## src/rtl/mig_app_traffic_gen.sv

```systemverilog
// Write/read-back traffic generator for the MIG 7-series native app interface.
// Writes a seed-derived pattern, reads it back, compares every returned beat
// and keeps sticky error status. Full app_rdy/app_wdf_rdy back-pressure.
module mig_app_traffic_gen #(
  parameter int ADDR_WIDTH  = 29,
  parameter int DATA_WIDTH  = 256,
  parameter int ADDR_STRIDE = 8,
  parameter int BEAT_WIDTH  = 16,
  parameter int ERR_WIDTH   = 16
) (
  input  logic                    ui_clk,
  input  logic                    sys_rst,
  input  logic                    init_calib_complete,
  input  logic                    start,
  input  logic [1:0]              mode,
  input  logic [ADDR_WIDTH-1:0]   base_addr,
  input  logic [BEAT_WIDTH-1:0]   num_beats,
  input  logic [31:0]             seed,
  output logic [ADDR_WIDTH-1:0]   app_addr,
  output logic [2:0]              app_cmd,
  output logic                    app_en,
  input  logic                    app_rdy,
  output logic [DATA_WIDTH-1:0]   app_wdf_data,
  output logic                    app_wdf_wren,
  output logic                    app_wdf_end,
  output logic [DATA_WIDTH/8-1:0] app_wdf_mask,
  input  logic                    app_wdf_rdy,
  input  logic [DATA_WIDTH-1:0]   app_rd_data,
  input  logic                    app_rd_data_valid,
  output logic                    busy,
  output logic                    done,
  output logic                    tg_compare_error,
  output logic [ERR_WIDTH-1:0]    error_count,
  output logic [ADDR_WIDTH-1:0]   first_err_addr
);

  localparam int WORDS = DATA_WIDTH / 32;
  localparam logic [ADDR_WIDTH-1:0] STRIDE = ADDR_WIDTH'(ADDR_STRIDE);
  localparam logic [2:0] CMD_WR = 3'b000;
  localparam logic [2:0] CMD_RD = 3'b001;

  typedef enum logic [2:0] {
    S_IDLE, S_WAIT_CAL, S_WRITE, S_READ, S_DRAIN, S_FINISH
  } state_t;

  state_t                  state_q, state_d;
  logic [ADDR_WIDTH-1:0]   base_q, base_d;
  logic [BEAT_WIDTH-1:0]   num_q, num_d;
  logic [31:0]             seed_q, seed_d;
  logic                    wr_phase_q, wr_phase_d;   // run includes a write pass
  logic                    rd_phase_q, rd_phase_d;   // run includes a read/check pass
  logic [BEAT_WIDTH-1:0]   beat_q, beat_d;           // index of the beat being issued
  logic [ADDR_WIDTH-1:0]   addr_q, addr_d;
  logic [31:0]             word_q, word_d;           // write pattern word for current beat
  logic [2:0]              cmd_q, cmd_d;
  logic                    en_q, en_d;
  logic                    wren_q, wren_d;
  logic                    busy_q, busy_d;
  logic                    done_q, done_d;
  logic                    cmp_err_q, cmp_err_d;
  logic [ERR_WIDTH-1:0]    err_cnt_q, err_cnt_d;
  logic [ADDR_WIDTH-1:0]   first_err_q, first_err_d;
  logic                    rd_active_q, rd_active_d; // returns are being checked
  logic [BEAT_WIDTH-1:0]   ret_cnt_q, ret_cnt_d;
  logic [31:0]             exp_word_q, exp_word_d;   // expected word of next return
  logic [ADDR_WIDTH-1:0]   exp_addr_q, exp_addr_d;   // address of next return

  logic                    cmd_ok;     // command of current write beat accepted (now or earlier)
  logic                    dat_ok;     // data of current write beat accepted (now or earlier)
  logic                    last_beat;
  logic [WORDS-1:0]        word_match;

  assign cmd_ok    = !en_q || app_rdy;
  assign dat_ok    = !wren_q || app_wdf_rdy;
  assign last_beat = (beat_q == num_q - BEAT_WIDTH'(1));

  // Replicate the pattern word across the bus and compare each 32-bit lane
  generate
    for (genvar gi = 0; gi < WORDS; gi++) begin : g_lane
      assign app_wdf_data[gi*32 +: 32] = word_q;
      assign word_match[gi] = (app_rd_data[gi*32 +: 32] == exp_word_q);
    end
  endgenerate

  // Next-state logic: run sequencing plus the independent return checker
  always_comb begin
    state_d     = state_q;
    base_d      = base_q;
    num_d       = num_q;
    seed_d      = seed_q;
    wr_phase_d  = wr_phase_q;
    rd_phase_d  = rd_phase_q;
    beat_d      = beat_q;
    addr_d      = addr_q;
    word_d      = word_q;
    cmd_d       = cmd_q;
    en_d        = en_q;
    wren_d      = wren_q;
    busy_d      = busy_q;
    done_d      = done_q;
    cmp_err_d   = cmp_err_q;
    err_cnt_d   = err_cnt_q;
    first_err_d = first_err_q;
    rd_active_d = rd_active_q;
    ret_cnt_d   = ret_cnt_q;
    exp_word_d  = exp_word_q;
    exp_addr_d  = exp_addr_q;

    unique case (state_q)
      S_IDLE: begin
        if (start) begin
          base_d      = base_addr;
          num_d       = num_beats;
          seed_d      = seed;
          wr_phase_d  = (mode != 2'd2);
          rd_phase_d  = (mode != 2'd1);
          done_d      = 1'b0;
          cmp_err_d   = 1'b0;
          err_cnt_d   = '0;
          first_err_d = '0;
          busy_d      = 1'b1;
          ret_cnt_d   = '0;
          exp_word_d  = seed;
          exp_addr_d  = base_addr;
          state_d     = S_WAIT_CAL;
        end
      end
      S_WAIT_CAL: begin
        if (init_calib_complete) begin
          beat_d = '0;
          addr_d = base_q;
          if (num_q == '0) begin
            state_d = S_FINISH;
          end else if (wr_phase_q) begin
            en_d    = 1'b1;
            wren_d  = 1'b1;
            cmd_d   = CMD_WR;
            word_d  = seed_q;
            state_d = S_WRITE;
          end else begin
            en_d        = 1'b1;
            cmd_d       = CMD_RD;
            rd_active_d = 1'b1;
            state_d     = S_READ;
          end
        end
      end
      S_WRITE: begin
        // Each half of the beat drops as soon as its own handshake completes
        en_d   = en_q && !app_rdy;
        wren_d = wren_q && !app_wdf_rdy;
        if (cmd_ok && dat_ok) begin
          if (!last_beat) begin
            en_d   = 1'b1;
            wren_d = 1'b1;
            addr_d = addr_q + STRIDE;
            word_d = word_q + 32'd1;
            beat_d = beat_q + BEAT_WIDTH'(1);
          end else if (rd_phase_q) begin
            en_d        = 1'b1;
            cmd_d       = CMD_RD;
            addr_d      = base_q;
            beat_d      = '0;
            rd_active_d = 1'b1;
            state_d     = S_READ;
          end else begin
            state_d = S_FINISH;
          end
        end
      end
      S_READ: begin
        if (app_rdy) begin
          if (last_beat) begin
            en_d    = 1'b0;
            state_d = S_DRAIN;
          end else begin
            addr_d = addr_q + STRIDE;
            beat_d = beat_q + BEAT_WIDTH'(1);
          end
        end
      end
      S_DRAIN: begin
        if (ret_cnt_q == num_q) state_d = S_FINISH;
      end
      S_FINISH: begin
        busy_d      = 1'b0;
        done_d      = 1'b1;
        rd_active_d = 1'b0;
        state_d     = S_IDLE;
      end
      default: state_d = S_IDLE;
    endcase

    // In-order return checking, independent of the command side
    if (rd_active_q && app_rd_data_valid && (ret_cnt_q != num_q)) begin
      ret_cnt_d  = ret_cnt_q + BEAT_WIDTH'(1);
      exp_word_d = exp_word_q + 32'd1;
      exp_addr_d = exp_addr_q + STRIDE;
      if (!(&word_match)) begin
        cmp_err_d = 1'b1;
        if (err_cnt_q == '0) first_err_d = exp_addr_q;
        if (err_cnt_q != {ERR_WIDTH{1'b1}}) err_cnt_d = err_cnt_q + ERR_WIDTH'(1);
      end
    end
  end

  // State register with asynchronous active-low reset
  always_ff @(posedge ui_clk or negedge sys_rst) begin
    if (!sys_rst) begin
      state_q     <= S_IDLE;
      base_q      <= '0;
      num_q       <= '0;
      seed_q      <= '0;
      wr_phase_q  <= 1'b0;
      rd_phase_q  <= 1'b0;
      beat_q      <= '0;
      addr_q      <= '0;
      word_q      <= '0;
      cmd_q       <= '0;
      en_q        <= 1'b0;
      wren_q      <= 1'b0;
      busy_q      <= 1'b0;
      done_q      <= 1'b0;
      cmp_err_q   <= 1'b0;
      err_cnt_q   <= '0;
      first_err_q <= '0;
      rd_active_q <= 1'b0;
      ret_cnt_q   <= '0;
      exp_word_q  <= '0;
      exp_addr_q  <= '0;
    end else begin
      state_q     <= state_d;
      base_q      <= base_d;
      num_q       <= num_d;
      seed_q      <= seed_d;
      wr_phase_q  <= wr_phase_d;
      rd_phase_q  <= rd_phase_d;
      beat_q      <= beat_d;
      addr_q      <= addr_d;
      word_q      <= word_d;
      cmd_q       <= cmd_d;
      en_q        <= en_d;
      wren_q      <= wren_d;
      busy_q      <= busy_d;
      done_q      <= done_d;
      cmp_err_q   <= cmp_err_d;
      err_cnt_q   <= err_cnt_d;
      first_err_q <= first_err_d;
      rd_active_q <= rd_active_d;
      ret_cnt_q   <= ret_cnt_d;
      exp_word_q  <= exp_word_d;
      exp_addr_q  <= exp_addr_d;
    end
  end

  assign app_addr         = addr_q;
  assign app_cmd          = cmd_q;
  assign app_en           = en_q;
  assign app_wdf_wren     = wren_q;
  assign app_wdf_end      = wren_q;
  assign app_wdf_mask     = '0;
  assign busy             = busy_q;
  assign done             = done_q;
  assign tg_compare_error = cmp_err_q;
  assign error_count      = err_cnt_q;
  assign first_err_addr   = first_err_q;

endmodule

```

## config.mk

```make
export PLATFORM = sky130hd
export DESIGN_NAME = mig_app_traffic_gen
export DESIGN_NICKNAME = d
export VERILOG_FILES = /design/src/rtl/mig_app_traffic_gen.sv
export SDC_FILE = /design/constraint.sdc
export NUM_CORES = 1
export LEC_CHECK = 0
export ABC_AREA = 1
export BUFFER_PORTS_ARGS = -buffer_cell sky130_fd_sc_hd__buf_2
export CELL_PAD_IN_SITES_DETAIL_PLACEMENT = 0
export CELL_PAD_IN_SITES_GLOBAL_PLACEMENT = 1
export CORE_AREA = 2 2 281 283
export CTS_CLUSTER_SIZE = 25
export DETAILED_ROUTE_END_ITERATION = 10
export DIE_AREA = 0 0 283 285
export PLACE_DENSITY_LB_ADDON = 0.1
export SYNTH_ARGS = -nofsm -noshare
export SYNTH_HDL_FRONTEND = slang
export SYNTH_SLANG_ARGS = --single-unit
```

## constraint.sdc

```tcl
create_clock -name ui_clk -period 5 [get_ports ui_clk]
set_input_delay 0.75 -clock ui_clk [delete_from_list [all_inputs] [get_ports ui_clk]]
set_output_delay 0.75 -clock ui_clk [all_outputs]
set_load 0.02 [all_outputs]
```

* Yosys cells after proc, flatten, opt, wreduce, memory -nomap -nowiden
Index checks and enable logic that the tools add are counted.
** Cells by class
- Reductions and logical operators :: 31
- $add $sub $neg :: 8
- Equal/unequal tests :: 33
- Multiplexer cells :: 86
** Operator list (count)
- two-way mux 29 bit :: 14
- equality test 32 bit :: 8
- two-way mux 32 bit :: 8
- two-way mux 16 bit :: 14
- case mux 29 bit (3 select lines) :: 1
- adder 32 x 1 -> 32 bit (second input constant) :: 2
- case mux 32 bit (2 select lines) :: 1
- adder 29 x 4 -> 29 bit (second input constant) :: 2
- adder 16 x 1 -> 16 bit (second input constant) :: 3
- case mux 16 bit (3 select lines) :: 1
- two-way mux 3 bit :: 14
- equality test 16 bit :: 2
- zero test 16 bit :: 2
- inequality test 2 bit (second input constant) :: 14
- two-way mux 1 bit :: 26
- AND reduction 6 bit :: 3
- inequality test 16 bit :: 1
- inequality test 16 bit (second input constant) :: 1
- subtractor 16 x 1 -> 16 bit (second input constant) :: 1
- case mux 3 bit (5 select lines) :: 1
- AND reduction 7 bit :: 2
- AND reduction 8 bit :: 1
- nonzero test 2 bit :: 4
- equality test 3 x 2 -> 1 bit (second input constant) :: 2
- other kinds (15) :: 30
** Storage, ports and cells
- Flip-flop bits (word level) :: 290
- Output and inout port bits :: 371

* Logic depth before layout (Yosys ltp)
Gate-level depths: netlist of the first run.
- Word-level depth :: 6
- Depth in mapped cells :: 19
- Gate-level depth less buffers :: 18

* Worst setup path before layout of the first run
No wires, ideal clock.
- Path kind :: input-to-reg
- Start point :: in start
- End point :: reg first_err_q[10], in the netlist first_err_addr[10]
- Stages on the path :: 11
- Slack :: 2.680 ns
- Data arrival time :: 2.203 ns
- Data required time :: 4.883 ns
- Path buffers :: 4
- Library setup time :: 0.117 ns
- Cells stage by stage :: buf_2 inv_1 nor2_1 nand2_1 inv_1 clkbuf_1 buf_2 clkbuf_1 nor2_1 nand2_1 nand2_1
** Between the ends
- Longest elaborated chain between the ends :: 5
** RTL lines
- start: declaration :: line 14 : input logic start,
- two-way mux 29 bit * :: line 111 : if (start) begin
- two-way mux 29 bit * :: line 109 : unique case (state_q)
- two-way mux 29 bit :: line 201 : if (err_cnt_q == '0) first_err_d = exp_addr_q;
- two-way mux 29 bit :: line 199 : if (!(&word_match)) begin
- two-way mux 29 bit * :: line 195 : if (rd_active_q && app_rd_data_valid && (ret_cnt_q != num_q)) begin
- named net first_err_d[10] :: line 62 : logic [ADDR_WIDTH-1:0] first_err_q, first_err_d;
- end signal: assignment :: line 248 : first_err_q <= first_err_d;
- end: declaration :: line 62
The timed path passes the listed nets; every way through them passes the cells marked *.
A chain may end at the register's enable or synchronous reset.

* Worst setup path after layout of the first run
- Start point :: reg exp_word_q[2]
- End point :: reg first_err_q[23], in the netlist first_err_addr[23]
** Between the ends
- Longest elaborated chain between the ends :: 4
** RTL lines
- start: declaration :: line 65 : logic [31:0] exp_word_q, exp_word_d;
- start signal: assignment :: line 251 : exp_word_q <= exp_word_d;
- equality test 32 bit :: line 81 : assign word_match[gi] = (app_rd_data[gi*32 +: 32] == exp_word_q);
- AND reduction 8 bit * :: line 199
- two-way mux 29 bit * :: line 199
- two-way mux 29 bit * :: line 195
- named net first_err_d[23] :: line 62
Marked as above.

==> results.json, run 1 <==
{
  "outcome": "finished clean",
  "p_leak_nw": 13.2,
  "syn2layout_area_growth_pct": 17.2,
  "syn_area_per_cell_um2": 6.99,
  "die_h_um": 285,
  "core_mm2": 0.0780,
  "clk_path_buf_depth": 3,
  "vdd_drop_max_mv": 0.259,
  "finClkSkew_ns": 0.0348,
  "ctsResizeCount": 0,
  "max_cap_viol_count": 0,
  "grt_use_met2_pct": 37.3,
  "synth-edff-count": 0,
  "grt_pass1_vias": 21600,
  "grt_most_used_layer": "met2",
  "critPathLaunchType": "flip-flop",
  "hold_viol_final": 0,
  "power_density_mw_per_mm2": 273,
  "r2r_end": "first_err_addr[23]",
  "fillers": 8581,
  "share_seq_of_total_power_pct": 39.6,
  "routed_via_density": 4.70,
  "finalSetupViolCount": 0,
  "fmax_mhz": 274,
  "yosysTopAreaCell": "dfrtp_1",
  "gp_congestion": 0.869,
  "grt_use_met3_pct": 4.56,
  "worstPathRequired_ns": 5.49,
  "hold_path.class": "in2async",
  "drc": 0,
  "hold_slack_ns": 0.245,
  "cts_tree": "built",
  "power.clock.fraction_pct": 41.5,
  "internal_power_w": 0.00481,
  "period_needed_ns": 3.65,
  "drt_pass1_iterations": 5,
  "drive_above_1_share_pct": 23.3,
  "synth_cell_types": 53,
  "swShare_pct": 32.8,
  "cts_buffers": 40,
  "clkSinkCount": 288,
  "ys.flop_type": "dfrtp_1",
  "synth.most_common_cell": "nand2_1",
  "clock_tree.root_cell": "clkbuf_16",
  "setup_tns_ns": 0,
  "fin_crit_sh_pct": 73.1,
  "path_clk_slew_ns": 0.06,
  "r2r-start": "exp_word_q[2]",
  "rsz0062_at_grt": "no",
  "ff2ff_path_depth": 16,
  "seq_area_frac_synth_pct": 32.2,
  "comb_power_share_pct": 18.9,
  "grt_max_degree": 108,
  "die_w_um": 283,
  "tightest_slew_ns": 1.01,
  "switching_power_w": 0.00235,
  "worst-setup-path-type": "reg2reg",
  "ant_nets": 0,
  "met1_usage_pct": 30.5,
  "syn_inst": 3202,
  "ctsHoldBuffers": 0,
  "crit_path_start": "exp_word_q[2]",
  "slew_headroom_pct": 32.6,
  "synthTopCellsByCount": "nand2_1, dfrtp_1, inv_1",
  "die-area_mm2": 0.0807,
  "yosysTopAreaCellShare_pct": 32.2,
  "htree_levels": 2,
  "synth_area_leaders": "dfrtp_1, nand2_1, buf_4",
  "yosys_warnings": 0,
  "cp-endpoint": "first_err_addr[23]",
  "finalNetCount": 3941,
  "power_w": 0.00717,
  "grt_antenna_before_repair": 23,
  "cts_setup_buffers": 0,
  "slew_viol_final": 0,
  "clk_latency_ns": 0.58,
  "port_buffers": 678,
  "ys_ff_latch": 288,
  "hpwl_um": 73000,
  "syn_area_mm2": 0.0224,
  "rows": 103,
  "finalWirelength_um": 94600,
  "initialDrtViolationCount": 1320,
  "ys_async_sr_fraction_pct": 100,
  "crit_fanout": 29,
  "io_pins": 713,
  "reg2reg_slack_ns": 1.35,
  "post_drt_wl_per_cell_um": 20.2,
  "grt_usage_pct": 22.7,
  "grt-ovfl-total": 0,
  "end_kind": "flip-flop",
  "worstPathArrival_ns": 4.14,
  "num_vias": 22000,
  "grt_pass1_wl_um": 140000,
  "initial_core_util_pct": 28.7
}
[flip-flops by register name, indices dropped and copies added, names as in the netlist, 3 cells and up]
name	flops
app_addr	29
base_q	29
beat_q	16
error_count	16
exp_addr_q	29
exp_word_q	32
first_err_addr	29
num_q	16
ret_cnt_q	16
seed_q	32
state_q	3
word_q	32
[power by group through the flow]
stage	clock, W	combinational (W)	sequential, W
6_report	0.00297	0.00135	0.00284
5_1_grt	0.00317	0.00151	0.00286
4_1_cts	0.00307	0.00135	0.00284
3_5_place_dp	0	0.00135	0.00287
3_3_place_gp	0	0.00133	0.00288
2_1_floorplan	0	0.000990	0.00263
[layout by cell type, fill, tap and decap left out, types with 36 or more instances in the layout]
cell type	instances
nand2_1	943
xor2_1	124
o21ai_0	167
clkbuf_16	40
xnor2_1	169
dfrtp_1	288
inv_1	286
nand4_1	114
a21oi_1	36
nor2_1	230
nor3_1	56
buf_2	677
nand3_1	180
[logic make-up after synthesis]
family / count (synthesis) / share of synthesized area [%]
AO/OA/AOI/OAI: 299 / 7.62
AND/OR/NAND/NOR: 1619 / 31.4
buffers and inverters: 690 / 16.7
XOR/XNOR: 293 / 11.5
multiplexers: 3 / 0.134
adder cells (fa/ha/maj): 9 / 0.503
other: 1 / 0.0167
flip-flops: 288 / 32.2
[worst min path at each step]
stage / start / to / depth (start not counted)
final: sys_rst / beat_q[0] / 1
after global routing: sys_rst / beat_q[0] / 1
after CTS: sys_rst / num_q[0] / 1
after detailed placement: tg_compare_error / tg_compare_error / 2
after global placement: tg_compare_error / tg_compare_error / 2
after floorplan: sys_rst / app_addr[0] / 0
[per-stage QoR]
stage	area, um^2	cells	utilization [%]	worst slack [ns]
2_1_floorplan	22500	3235	-	2.68
3_3_place_gp	24900	4598	31.9	1.26
3_5_place_dp	24900	4598	31.9	1.27
4_1_cts	26200	4669	33.6	1.36
5_1_grt	26200	4680	33.7	1.08
6_report	26300	4686	33.7	1.35
[worst max-delay path: stages (launching register included)]
cell and delay, ns:
dfrtp_1 0.82, inv_1 0.33, nand2_1 0.12, o21ai_0 0.09
nor2_1 0.13, nand2_1 0.07, nor2_1 0.16, nand2_1 0.07
nor2_1 0.10, nand2_1 0.14, nor2_2 0.56, nand2_1 0.14
buf_4 0.26, nand3_1 0.09, buf_4 0.34, nand2_1 0.09
nand2_1 0.07
[cell type report]
class | instances | area, um^2 | share of cell area [%]
clock buffer | 56 | 1160 | 4.42
timing repair buffer | 707 | 3630 | 13.8
sequential | 288 | 7210 | 27.5
antenna | 17 | 42.5 | 0.162
inverter | 296 | 1120 | 4.25
tap | 1050 | 1310 | 5.00
clock inverter | 15 | 190 | 0.724
multi-input combinational | 2257 | 11600 | 44.1
[per-layer routing]
layer | share of wire [%] | wire length [um]
met1 | 46 | 43300
met2 | 46 | 43700
met3 | 5.9 | 5630
met4 | 2.0 | 1900
met5 | 0.072 | 68
No activity file was read; power rests on OpenSTA's default activity.
==> inputs of run 2 (changes only) <==
--- a/config.mk
+++ b/config.mk
@@ -9,10 +9,10 @@
 export BUFFER_PORTS_ARGS = -buffer_cell sky130_fd_sc_hd__buf_2
 export CELL_PAD_IN_SITES_DETAIL_PLACEMENT = 0
 export CELL_PAD_IN_SITES_GLOBAL_PLACEMENT = 1
-export CORE_AREA = 2 2 281 283
+export CORE_AREA = 2 2 280 282
 export CTS_CLUSTER_SIZE = 25
 export DETAILED_ROUTE_END_ITERATION = 10
-export DIE_AREA = 0 0 283 285
+export DIE_AREA = 0 0 282 284
 export PLACE_DENSITY_LB_ADDON = 0.1
 export SYNTH_ARGS = -nofsm -noshare
 export SYNTH_HDL_FRONTEND = slang
==> constraint.sdc (replaced) <==
create_clock -name ui_clk -period 3.4 [get_ports ui_clk]
set_input_delay 0.51 -clock ui_clk [delete_from_list [all_inputs] [get_ports ui_clk]]
set_output_delay 0.51 -clock ui_clk [all_outputs]
set_load 0.02 [all_outputs]
==> results.json, run 2 (same netlist as run 1, synthesis figures left out) <==
{
  "critPathLaunchType": "flip-flop",
  "clock_tree.root_cell": "clkbuf_16",
  "path_clk_slew_ns": 0.06,
  "fillers": 8462,
  "cts_buffers": 39,
  "grt_pass1_vias": 21800,
  "grt_max_degree": 83,
  "worstPathArrival_ns": 3.61,
  "die_w_um": 282,
  "initialDrtViolationCount": 1389,
  "finalWirelength_um": 96400,
  "ant_nets": 0,
  "final_common_cell": "nand2_1",
  "syn2layout_area_growth_pct": 18.2,
  "clk_path_buf_depth": 3,
  "rsz0062_at_grt": "no",
  "crit_fanout": 29,
  "ff2ff_path_depth": 16,
  "die_h_um": 284,
  "finalNetCount": 3979,
  "slew_viol_final": 0,
  "htree_levels": 2,
  "max_cap_viol_count": 0,
  "hold-path-cell-count": 2,
  "post_drt_wl_per_cell_um": 20.5,
  "drive_above_1_share_pct": 23.9,
  "clkSinkCount": 288,
  "grt_use_met3_pct": 3.02,
  "reg.largest.list": "exp_word_q (32), seed_q (32), word_q (32)",
  "initial_core_util_pct": 29.1,
  "fin_util_pct": 34.4,
  "vdd_drop_max_mv": 0.383,
  "rows": 102,
  "num_vias": 22300,
  "drt_pass1_iterations": 6,
  "fmax_mhz": 319,
  "p_leak_nw": 13.3,
  "slew_headroom_pct": 33.9,
  "hpwl_um": 75500,
  "instances_no_fill": 4698,
  "finalSetupViolCount": 0,
  "grt_antenna_before_repair": 6,
  "die-area_mm2": 0.0801,
  "hold_path.class": "in2reg",
  "gp_congestion": 0.922,
  "grt-ovfl-total": 0,
  "finClkSkew_ns": 0.0295,
  "cts_tree": "built",
  "grt_use_met2_pct": 38.8,
  "port_buffers": 678,
  "grt_usage_pct": 23.4,
  "period_needed_ns": 3.14,
  "clk_latency_ns": 0.56,
  "outcome": "finished clean",
  "tightest_slew_ns": 0.991,
  "hold_viol_final": 0,
  "grt_pass1_wl_um": 142000,
  "worstPathRequired_ns": 3.87,
  "ctsResizeCount": 0,
  "grt_most_used_layer": "met2",
  "worst-setup-path-type": "reg2reg",
  "end_kind": "flip-flop",
  "io_pins": 713,
  "setup_tns_ns": 0,
  "mostFrequentLayoutCells": "nand2_1, buf_2, dfrtp_1",
  "pre_cts_slack_ns": 0.317,
  "met1_usage_pct": 32.5,
  "core_mm2": 0.0770,
  "place_inst": 4626,
  "routed_via_density": 4.74,
  "finalWorstSetupSlack_ns": 0.263,
  "power_density_mw_per_mm2": 392,
  "fin_crit_sh_pct": 92.3,
  "drc": 0
}
run 2: metrics by stage:
step,instance area (um^2),power [W],hold slack (ns)
2_1_floorplan,22500,0.00532,0.214
3_3_place_gp,25200,0.00628,0.460
3_5_place_dp,25200,0.00629,0.457
4_1_cts,26500,0.0105,0.115
5_1_grt,26500,0.0109,0.131
6_report,26500,0.0104,0.162
run 2: layout make-up:
type | instances | area (um^2) | share of cell area (%)
timing repair buffer | 746 | 3980 | 15.0
clock inverter | 10 | 119 | 0.449
sequential | 288 | 7210 | 27.2
antenna | 4 | 10.0 | 0.0378
multi-input combinational | 2257 | 11600 | 43.8
inverter | 296 | 1120 | 4.22
clock buffer | 57 | 1140 | 4.33
tap | 1040 | 1300 | 4.92
run 2: worst max-delay path, stage by stage (launching register included):
cell	delay [ns]
dfrtp_1	0.84
inv_1	0.18
nand2_1	0.09
o21ai_0	0.08
nor2_1	0.14
nand2_1	0.06
nor2_1	0.13
nand2_1	0.07
nor2_1	0.15
nand2_1	0.19
nor2_2	0.17
nand2_1	0.08
buf_4	0.24
nand3_1	0.11
buf_4	0.32
nand2_1	0.09
nand2_1	0.09
run 2: per-layer routing:
layer | share of wire (%) | vias to the layer above
li1 | - | 10800
met1 | 47 | 10700
met2 | 47 | 672
met3 | 4.9 | 94
met4 | 1.7 | 4
met5 | 0.025 | -
run 2: worst paths after layout:
check                                      to  slack (ns)          start
min in group asynchronous           beat_q[2]        0.52        sys_rst
max in group asynchronous         app_addr[6]        1.94        sys_rst
max reg2reg                first_err_addr[16]        0.26  exp_word_q[6]
min reg2reg                              busy        0.47           busy
min                                wr_phase_q        0.16        mode[1]
max                        first_err_addr[16]        0.26  exp_word_q[6]
run 2: where the power goes:
group	leakage (nW)	total, W	switching, W	internal (W)
clock network	0.624	0.00414	0.00166	0.00248
registers	3.43	0.00398	0.000367	0.00362
logic	9.29	0.00225	0.00134	0.000915
run 2: what timing repair did:
action                                 CTS  global route
buffers inserted                         0             0
endpoints found under the hold margin   13             0
hold buffers                             1             0
==> inputs of run 3 (changes only) <==
--- a/config.mk
+++ b/config.mk
@@ -13,7 +13,9 @@
 export CTS_CLUSTER_SIZE = 25
 export DETAILED_ROUTE_END_ITERATION = 10
 export DIE_AREA = 0 0 282 284
+export GPL_TIMING_DRIVEN = 0
 export PLACE_DENSITY_LB_ADDON = 0.1
+export RECOVER_POWER = 100
 export SYNTH_ARGS = -nofsm -noshare
 export SYNTH_HDL_FRONTEND = slang
 export SYNTH_SLANG_ARGS = --single-unit
==> constraint.sdc (replaced) <==
create_clock -name ui_clk -period 2.66 [get_ports ui_clk]
set_input_delay 0.399 -clock ui_clk [delete_from_list [all_inputs] [get_ports ui_clk]]
set_output_delay 0.399 -clock ui_clk [all_outputs]
set_load 0.02 [all_outputs]
==> results.json, run 3 (same netlist as run 1, synthesis figures left out) <==
{
  "outcome": "finished clean",
  "max_cap_viol_count": 0,
  "hold_path.class": "in2reg",
  "timing.critical_path.slowest_cell_delay_ns": 0.49,
  "rows": 102,
  "ant_nets": 0,
  "p_leak_nw": 14.5,
  "crit_buf_inv": 2,
  "crit_path_start": "state_q[2]",
  "rsz0062_at_grt": "yes",
  "die-area_mm2": 0.0801,
  "port_buffers": 677,
  "cts_tree": "built",
  "syn2layout_area_growth_pct": 29.6,
  "path_clk_slew_ns": 0.06,
  "mostFrequentLayoutCells": "nand2_1, buf_2, inv_1",
  "slew_viol_final": 0,
  "cp_top_family": "buffers and inverters",
  "io_pins": 713,
  "reg.largest.list": "exp_word_q (32), seed_q (32), word_q (32)",
  "fin_crit_sh_pct": 97.5,
  "crit_fanout": 10,
  "cp-endpoint": "exp_word_q[16]",
  "worstPathRequired_ns": 3.03,
  "place_inst": 4954,
  "tightest_slew_ns": 1.32,
  "end_kind": "flip-flop",
  "initial_core_util_pct": 29.1,
  "period_needed_ns": 2.59,
  "power_density_mw_per_mm2": 469,
  "clk_path_buf_depth": 3,
  "finClkSkew_ns": 0.0220,
  "core_mm2": 0.0770,
  "cpMaxStageDelayCell": "dfrtp_1",
  "r2r-start": "state_q[2]",
  "clk_latency_ns": 0.57,
  "grt_max_degree": 107,
  "fmax_mhz": 385,
  "grt_usage_pct": 25.3,
  "worstPathArrival_ns": 2.96,
  "hold_viol_final": 0,
  "critPathLaunchType": "flip-flop",
  "crit_chain": "nor2_1 -> nand2_4 -> clkinvlp_2 -> clkbuf_2 -> nand2_1 -> o21ai_0 -> nand2_1 -> o21ai_0",
  "instances_no_fill": 5053,
  "grt_pass1_vias": 22200,
  "htree_levels": 2,
  "grt_pass1_wl_um": 150000,
  "clkSinkCount": 288,
  "vdd_drop_max_mv": 0.317,
  "die_h_um": 284,
  "finalSetupViolCount": 0,
  "post_drt_wl_per_cell_um": 20.5,
  "reg2reg_slack_ns": 0.07,
  "routed_via_density": 4.58,
  "grt-ovfl-total": 0,
  "finalNetCount": 4328,
  "grt_antenna_before_repair": 15,
  "final_common_cell": "nand2_1",
  "drive_above_1_share_pct": 27.3,
  "num_vias": 23200,
  "worst-setup-path-type": "reg2reg",
  "initialDrtViolationCount": 1540,
  "ff2ff_path_depth": 8,
  "cts_buffers": 39,
  "power_w": 0.0136,
  "cp.depth": 8,
  "die_w_um": 282,
  "drc": 0,
  "finalWirelength_um": 104000,
  "r2r_end": "exp_word_q[16]",
  "slew_headroom_pct": 11.8,
  "gp_congestion": 0.896,
  "drt_pass1_iterations": 6,
  "hpwl_um": 82900,
  "hold_slack_ns": 0.0505,
  "clock_tree.root_cell": "clkbuf_16"
}
[run 3: cell types whose count changed in the layout (fill, tap and decap cells not counted), sizes merged]
cell      change
clkbuf      +380
buf          -37
clkinvlp      +6
diode         +6
inv           -4
bufinv        +3
clkinv        +1
[run 3: how the worst min path moves through the flow]
stage / start / end / slack [ns] / depth (start not counted)
3_3_place_gp: busy / busy / 0.46 / 2
2_1_floorplan: sys_rst / app_addr[0] / 0.10 / 0
5_1_grt: mode[1] / wr_phase_q / 0.06 / 2
6_report: mode[1] / wr_phase_q / 0.05 / 2
3_5_place_dp: sys_rst / rd_active_q / 0.46 / 1
4_1_cts: mode[1] / wr_phase_q / 0.02 / 2
[run 3: worst reg2reg max path, stage by stage (launching register included)]
cell and delay (ns):
dfrtp_1 0.49, nor2_1 0.14, nand2_4 0.21, clkinvlp_2 0.41, clkbuf_2 0.42, nand2_1 0.35, o21ai_0 0.14, nand2_1 0.09
o21ai_0 0.17
[run 3: final cells by class]
type	count	area (um^2)
Inverter	296	1130
Fill cell	8536	47900
Timing Repair Buffer	704	3500
Tap cell	1040	1300
Clock buffer	52	1080
Timing Repair inverter	1	5.00
Antenna cell	10	25.0
Clock inverter	15	225
Buffer	390	2760
Sequential cell	288	7230
Multi-Input combinational cell	2257	11800
[run 3: repair_timing]
action | 4_1_cts | 5_1_grt
resized for setup | 72 | 89
pin swaps | 4 | 16
hold buffers | 1 | 0
hold endpoints to repair | 82 | 0
gates cloned | 0 | 1
setup buffers | 7 | 17
endpoints found under the setup margin | 274 | 166
[run 3: layer usage]
| metal | vias up | GRT usage [%] | routed length [um] |
|---|---|---|---|
| li1 | 11500 | - | - |
| met1 | 10800 | 34.7 | 47600 |
| met3 | 104 | 3.99 | 6240 |
| met5 | - | 0 | 34 |
| met4 | 6 | 5.63 | 2000 |
| met2 | 724 | 41.5 | 48000 |
[run 3: stage by stage]
step                util [%]  worst slack (ns)  instance area [um^2]   TNS, ns
finish                  37.7            0.0659                 29000         0
global route            37.7           -0.0155                 29000   -0.0335
CTS                     37.4         0.0000593                 28800         0
global placement        35.4             -5.09                 27200  -1573.43
floorplan                  -             0.420                 22500         0
detailed placement      35.4             -1.08                 27300   -123.36
[run 3: report_power, final]
part           switching [W]  internal [W]
logic                0.00191       0.00124
registers           0.000297       0.00463
clock network        0.00219       0.00335
total                0.00440       0.00922
